## src/rtl/sys_array_pkg.sv

```systemverilog
// Shared types and helpers for the systolic array sequencer.
package sys_array_pkg;

  typedef enum logic [2:0] {
    IDLE,
    LOAD,
    FEED,
    DRAIN,
    FIN
  } state_t;

  // Accept-to-m_valid latency: lane stage, input skew, array pipe, output register.
  function automatic int unsigned ctrl_lat(input int unsigned rows, input int unsigned pipe_lat);
    return rows + pipe_lat + 1;
  endfunction

endpackage

```

## src/rtl/sys_array_skew.sv

```systemverilog
// Fixed-depth delay line used for per-lane input skew and output de-skew.
module sys_array_skew #(
  parameter int unsigned WIDTH = 8,
  parameter int unsigned DEPTH = 1
) (
  input  logic             clk,
  input  logic             reset,
  input  logic [WIDTH-1:0] din,
  output logic [WIDTH-1:0] dout
);

  logic [WIDTH-1:0] pipe [DEPTH];

  always_ff @(posedge clk or posedge reset) begin
    if (reset) begin
      for (int i = 0; i < DEPTH; i++) pipe[i] <= '0;
    end else begin
      pipe[0] <= din;
      for (int i = 1; i < DEPTH; i++) pipe[i] <= pipe[i-1];
    end
  end

  assign dout = pipe[DEPTH-1];

endmodule

```

## src/rtl/sys_array_ctrl.sv

```systemverilog
// Job sequencer for the systolic array: weight load, skewed input feed, aligned result output.
module sys_array_ctrl
  import sys_array_pkg::*;
#(
  parameter int unsigned DATA_WIDTH = 8,
  parameter int unsigned ARRAY_W_W  = 4,
  parameter int unsigned ARRAY_W_L  = 4,
  parameter int unsigned PIPE_LAT   = 4,
  parameter int unsigned MAX_VEC    = 256
) (
  input  logic                                          clk,
  input  logic                                          reset,
  input  logic                                          start,
  input  logic [$clog2(MAX_VEC+1)-1:0]                  num_vec,
  input  logic [ARRAY_W_W*ARRAY_W_L*DATA_WIDTH-1:0]     weight_in,
  output logic                                          busy,
  output logic                                          done,
  input  logic                                          s_valid,
  input  logic [ARRAY_W_W*DATA_WIDTH-1:0]               s_data,
  output logic                                          s_ready,
  output logic                                          m_valid,
  output logic [ARRAY_W_W*2*DATA_WIDTH-1:0]             m_data,
  output logic                                          m_last,
  output logic                                          arr_weights_load,
  output logic [ARRAY_W_W*ARRAY_W_L*DATA_WIDTH-1:0]     arr_weight_data,
  output logic [ARRAY_W_W*DATA_WIDTH-1:0]               arr_input_data,
  input  logic [ARRAY_W_W*2*DATA_WIDTH-1:0]             arr_output_data
);

  localparam int unsigned R   = ARRAY_W_W;
  localparam int unsigned DW  = DATA_WIDTH;
  localparam int unsigned OW  = 2 * DATA_WIDTH;
  localparam int unsigned VW  = $clog2(MAX_VEC + 1);
  localparam int unsigned LAT = ctrl_lat(ARRAY_W_W, PIPE_LAT);

  state_t                     state;
  logic [VW-1:0]              cnt;
  logic [R*ARRAY_W_L*DW-1:0]  wreg;
  logic [LAT-1:0]             vtag;
  logic [LAT-1:0]             ltag;
  logic [R*DW-1:0]            stage0;
  logic [R*OW-1:0]            deskew;
  logic                       accept;
  logic                       last_accept;

  assign s_ready         = (state == FEED);
  assign accept          = s_valid & s_ready;
  assign last_accept     = accept & (cnt == VW'(1));
  assign arr_weight_data = wreg;

  always_ff @(posedge clk or posedge reset) begin
    if (reset) begin
      state            <= IDLE;
      cnt              <= '0;
      wreg             <= '0;
      arr_weights_load <= 1'b0;
      busy             <= 1'b0;
      done             <= 1'b0;
    end else begin
      arr_weights_load <= 1'b0;
      done             <= 1'b0;
      case (state)
        IDLE: begin
          if (start) begin
            wreg             <= weight_in;
            cnt              <= num_vec;
            arr_weights_load <= 1'b1;
            busy             <= 1'b1;
            state            <= LOAD;
          end
        end
        LOAD: state <= (cnt == '0) ? DRAIN : FEED;
        FEED: begin
          if (s_valid) begin
            cnt <= cnt - VW'(1);
            if (cnt == VW'(1)) state <= DRAIN;
          end
        end
        DRAIN: begin
          // m_valid is vtag's last stage, so FIN lands two cycles after m_last.
          if (vtag == '0) begin
            busy  <= 1'b0;
            done  <= 1'b1;
            state <= FIN;
          end
        end
        FIN:     state <= IDLE;
        default: state <= IDLE;
      endcase
    end
  end

  always_ff @(posedge clk or posedge reset) begin
    if (reset) begin
      vtag   <= '0;
      ltag   <= '0;
      stage0 <= '0;
      m_data <= '0;
    end else begin
      vtag   <= {vtag[LAT-2:0], accept};
      ltag   <= {ltag[LAT-2:0], last_accept};
      // Bubbles and drain cycles push zeros so the array never sees stale data.
      stage0 <= accept ? s_data : '0;
      m_data <= deskew;
    end
  end

  assign m_valid = vtag[LAT-1];
  assign m_last  = ltag[LAT-1];

  for (genvar r = 0; r < R; r++) begin : g_lane
    if (r == 0) begin : g_in_direct
      assign arr_input_data[r*DW +: DW] = stage0[r*DW +: DW];
    end else begin : g_in_skew
      sys_array_skew #(
        .WIDTH (DW),
        .DEPTH (r)
      ) u_skew_in (
        .clk   (clk),
        .reset (reset),
        .din   (stage0[r*DW +: DW]),
        .dout  (arr_input_data[r*DW +: DW])
      );
    end

    if (r == R - 1) begin : g_out_direct
      assign deskew[r*OW +: OW] = arr_output_data[r*OW +: OW];
    end else begin : g_out_skew
      sys_array_skew #(
        .WIDTH (OW),
        .DEPTH (R - 1 - r)
      ) u_skew_out (
        .clk   (clk),
        .reset (reset),
        .din   (arr_output_data[r*OW +: OW]),
        .dout  (deskew[r*OW +: OW])
      );
    end
  end

endmodule
```

## config.mk

```make
export PLATFORM = sky130hd
export DESIGN_NAME = sys_array_ctrl
export DESIGN_NICKNAME = d
export VERILOG_FILES = /design/src/rtl/sys_array_pkg.sv /design/src/rtl/sys_array_skew.sv /design/src/rtl/sys_array_ctrl.sv
export SDC_FILE = /design/constraint.sdc
export NUM_CORES = 1
export LEC_CHECK = 0
export CAP_MARGIN = 10
export CORE_AREA = 2 2 182 184
export DETAILED_ROUTE_END_ITERATION = 10
export DIE_AREA = 0 0 184 186
export GPL_ROUTABILITY_DRIVEN = 1
export PLACE_DENSITY = 0.72
export SLEW_MARGIN = 20
export SYNTH_ARGS = -nofsm -noshare
export SYNTH_HDL_FRONTEND = slang
export SYNTH_SLANG_ARGS = --single-unit
```

## constraint.sdc

```tcl
create_clock -name clk -period 15.9 [get_ports clk]
set_input_delay 2.385 -clock clk [delete_from_list [all_inputs] [get_ports clk]]
set_output_delay 2.385 -clock clk [all_outputs]
set_load 0.01 [all_outputs]
```

**Word-level counts from Yosys, hierarchy flattened**

Index checks and enable logic that the tools add are counted.

- $add $sub $neg: 1
- Eq/ne operators: 8
- Mux-type cells: 17
- Bitwise gates (word level): 2
- Reductions and logical operators: 9

Operators by type and width:

| cell | number |
|---|---|
| $mux W32 | 1 |
| $logic_not A9 Y1 | 2 |
| $mux W9 | 2 |
| $pmux W9 S2 | 1 |
| $mux W3 | 4 |
| $pmux W3 S4 | 1 |
| $eq A9 B1 Y1 const B | 1 |
| $sub A9 B1 Y9 const B | 1 |
| $mux W1 | 7 |
| $eq A3 B2 Y1 const B | 2 |
| $ne A2 B2 Y1 const B | 3 |
| $reduce_and A3 Y1 | 2 |
| $reduce_and A4 Y1 | 1 |
| $reduce_bool A2 Y1 | 2 |
| $eq A3 B1 Y1 const B | 1 |
| $logic_not A3 Y1 | 1 |
| $and A1 B1 Y1 | 2 |
| $ne A2 B1 Y1 const B | 1 |
| $pmux W1 S2 | 1 |
| $reduce_and A2 Y1 | 1 |

- Bits in registers: 401
- Input port bits: 237
- Word-level logic and storage cells: 59

**Depth between registers and ports, before layout**

- Depth after elaboration: 4
- Depth in mapped cells: 7
- Depth with buffers taken out: 6

**Modules after synthesis**

A second synthesis with hierarchy kept.

- Cells, all modules: 727
- Area, all modules: 12,761.0 sq um

Modules (own cells, without submodules):

| module | instances | cells each | area an instance (sq um) | sequential area each (sq um) |
|---|---|---|---|---|
| sys_array_ctrl | 1 | 529 | 8,774.7 | 6,431.2 |
| sys_array_skew at g_lane[0].g_out_skew.u_skew_out | 1 | 65 | 1,325.0 | 1,201.2 |
| sys_array_skew at g_lane[1].g_out_skew.u_skew_out | 1 | 49 | 924.6 | 800.8 |
| sys_array_skew at g_lane[3].g_in_skew.u_skew_in | 1 | 33 | 664.4 | 600.6 |
| sys_array_skew at g_lane[2].g_in_skew.u_skew_in | 1 | 25 | 464.2 | 400.4 |
| sys_array_skew at g_lane[2].g_out_skew.u_skew_out | 1 | 17 | 404.1 | 400.4 |
| sys_array_skew at g_lane[1].g_in_skew.u_skew_in | 1 | 9 | 203.9 | 200.2 |

**Worst setup path after synthesis**

Ideal clock, no wire load.

- Path kind: register to output
- From: register state[2]
- To: output s_ready
- Arrival time: 1,212 ps
- Slack: 12,303 ps
- Stages on the path, launching flop included: 5
- Cell sequence: dfrtp_1 buf_2 or3b_4 inv_2 clkbuf_1

- Cells in the longest elaborated chain, start to end: 1

Ends and longest elaborated chain:

| element | RTL line | source |
|---|---|---|
| start: declaration | sys_array_ctrl.sv:36 | `state_t state;` |
| start signal: assignment | sys_array_ctrl.sv:72 | `LOAD: state <= (cnt == '0) ? DRAIN : FEED;` |
| $eq A3 B2 Y1 | sys_array_ctrl.sv:46 | `assign s_ready = (state == FEED);` |
| end: declaration | sys_array_ctrl.sv:20 | `output logic s_ready,` |

Every way passes these cells.

**Final worst setup path**

Ends and elaborated chain as after synthesis.

==> impl_results.md <==
* Max-slew violation count at 0
* Post-Syn Area per Cell at 18.3 sq um
* CTS H-tree depth at 2
* WL/cell at 18.4 microns
* Clock root buffer: clkbuf_16
* Pin count of the biggest net entering global routing at 100
* Share of Yosys cell area claimed by the top area cell type at 0.803
* HPWL Detailed at 21200 microns
* Die W at 184 microns
* Worst-Margin Slew at 0.974 ns
* Post-synth EDFFs at 0
* CTS tree: done
* Hold-fix buffers at CTS at 0
* Final hold violations at 0
* Overflow after GRT at 0
* Power per Cell Area at 178 nW/um^2
* Via/cell ratio at 4.52
* Fillers at 2448
* Asr flop ratio synth at 1.00
* Path type of the worst setup path: reg2out
* Total setup buffers inserted after CTS at 0
* Seq. cell area at 10000 sq um
* Cell taking the most area after synthesis: dfrtp_1
* Status: finished, final reports clean
* Boundary Pins at 467
* Post-route DRC at 0
* Inst Count DP at 1521
* Main flop type after synthesis: dfrtp_1
* Seq/Total Area, Yosys at 0.803
* Final Non-Filler Cells at 1601
* Top cells by area, synth: dfrtp_1 80%, mux2_2 11%, and3_1 1.6%
* Die Ht at 186 microns
* CP max FO at 48
* CTS Buf Count at 42
* Post-Synthesis Cells at 682
* Initial Util at 0.388
* Share of layout cells above drive strength 1 at 0.167
* Clock sink total at 401
* Worst hold slack at 0.341 ns
* Distinct cells, synth at 41
* Pwr Total at 3.36 mW
* RSZ-0062 raised after global routing: false
* Mapped cell area at 12500 sq um
* Port Buf Inserts at 466
* Post-cts resize count at 0
* Setup tns final at 0 ns
* First-pass GRT wire length at 43700 microns
* Num rows at 66
* Post-route ant nets at 0
* Clk Latency, worst-skew pair at 0.53 ns
* Via count at 7242
* Hold_sp: g_lane[1].g_out_skew.u_skew_out.pipe[29]
* Most frequent cells in the layout: 466 x clkdlybuf4s50_1, 401 x dfrtp_1, 120 x mux2_2, 43 x clkbuf_16, 32 x and3_1
* Final setup viols at 0
* VDD IR max at 0.111 mV
* Worst Setup SP: state[2]
* Gr usage total at 0.168
* Die area at 34200 sq um
* Gpl congestion at 0.795
* Fin crit period at 5.09 ns
* Final period utilization at 0.320
* Final clock skew at 0.0196 ns
* DR iter-0 viols at 333
* Core Util, Final at 0.586
* Required @ worst endpoint at 13.52 ns
* Max Freq at 0.196 GHz
* CP Launch Type: flop
* Critical path arrival at 2.71 ns
* Final wirelength at 29400 microns
* LEAKAGE at 8.28 nW
* Dpl ws at 10.49 ns
* Number of synthesized register bits at 401
* Post-layout nets at 1397
* TritonRoute pass-1 iters at 4
* Final instance area at 18900 sq um
* Multi-input logic area at 2130 sq um
* Clk buf depth at 3
* Max Cap Violations at 0
* Clk slew on worst S/H paths at 0.06 ns
* Initial antenna violation count at 7
* Setup ws final at 10.81 ns
* Syn nets at 922
* Yosys warning total at 0
* Worst r2r src: state[1]
* Placeable Area at 32200 sq um
* Slew Limit Headroom at 0.350
* Dpl cell area at 17400 sq um
* HP Class: reg2reg
* Layout area overhead at 51.0%
* Vias in the first global route at 7518
* Most common cell after layout, fill and taps aside: clkdlybuf4s50_1
* Crit end category: output pin
## flip-flops by register name, summed over array words and instances (netlist names), 3 cells and up
name and cells:
g_lane.g_out_skew.u_skew_out.pipe 48, cnt 9, g_lane.g_in_skew.u_skew_in.pipe 24, m_data 64
ltag 9, stage0 32, arr_weight_data 128, g_lane.g_in_skew.u_skew_in.dout 24
g_lane.g_out_skew.u_skew_out.dout 48, vtag 9, state 3
## power breakdown
group	total [mW]	internal (mW)	switching [mW]
combinational	0.957	0.578	0.380
sequential	1.41	1.27	0.136
clock	0.995	0.608	0.387
total	3.36	2.46	0.902
## synth_stat cells (2+ instances only)
cell,n
dfrtp_1,401
o2bb2ai_1,4
a22oi_1,3
a21oi_1,8
ha_1,3
mux2_2,120
buf_6,12
nand3_1,2
nor3_1,5
nor4_1,3
nand2b_1,2
nor2_1,8
o21ai_0,11
clkbuf_1,4
mux2_1,8
buf_2,6
inv_1,3
buf_4,18
nand2_1,7
and3_1,32
clkbuf_2,2
## per-layer routing
layer / vias up / track usage / wire (microns)
li1: 3259 / - / -
met2: 315 / 0.290 / 15200
met1: 3604 / 0.190 / 10600
met3: 62 / 0.0614 / 2800
met4: 2 / 0.0698 / 808
met5: - / 0 / 12
## critical path: stages (launching register included)
cell             delay, ns
dfrtp_1               0.49
or3b_4                0.52
inv_2                 0.51
clkdlybuf4s50_1       0.66
## worst paths after layout
check	end	slack (ns)	depth (start not counted)
min in group asynchronous	m_data[52]	2.35	2
setup reg to reg	arr_weight_data[65]	13.33	5
hold / removal	g_lane[1].g_out_skew.u_skew_out.dout[13]	0.34	0
hold reg to reg	g_lane[1].g_out_skew.u_skew_out.dout[13]	0.34	0
max in group asynchronous	stage0[10]	11.18	4
setup / recovery	s_ready	10.81	3
## area by class of cell
class,instances,share of cell area
clock inverters,12,0.0111
clock buffers,62,0.0655
diodes,6,0.000795
multi-input cells,235,0.113
repair buffers,473,0.250
inverters,4,0.00119
flip-flops and latches,401,0.532
well taps,408,0.0270
## logic make-up (layout without fill, tap and decap cells)
kind of cell | Yosys count | in the layout | share of synthesized area
AO/OA/AOI/OAI | 35 | 35 | 0.0180
buffers and inverters | 46 | 551 | 0.0272
flip-flops | 401 | 401 | 0.803
adder cells (fa/ha/maj) | 3 | 3 | 0.00300
other | 0 | 6 | 0
multiplexers | 128 | 128 | 0.115
AND/OR/NAND/NOR | 69 | 69 | 0.0337
Power figures use the tool's default switching activity.
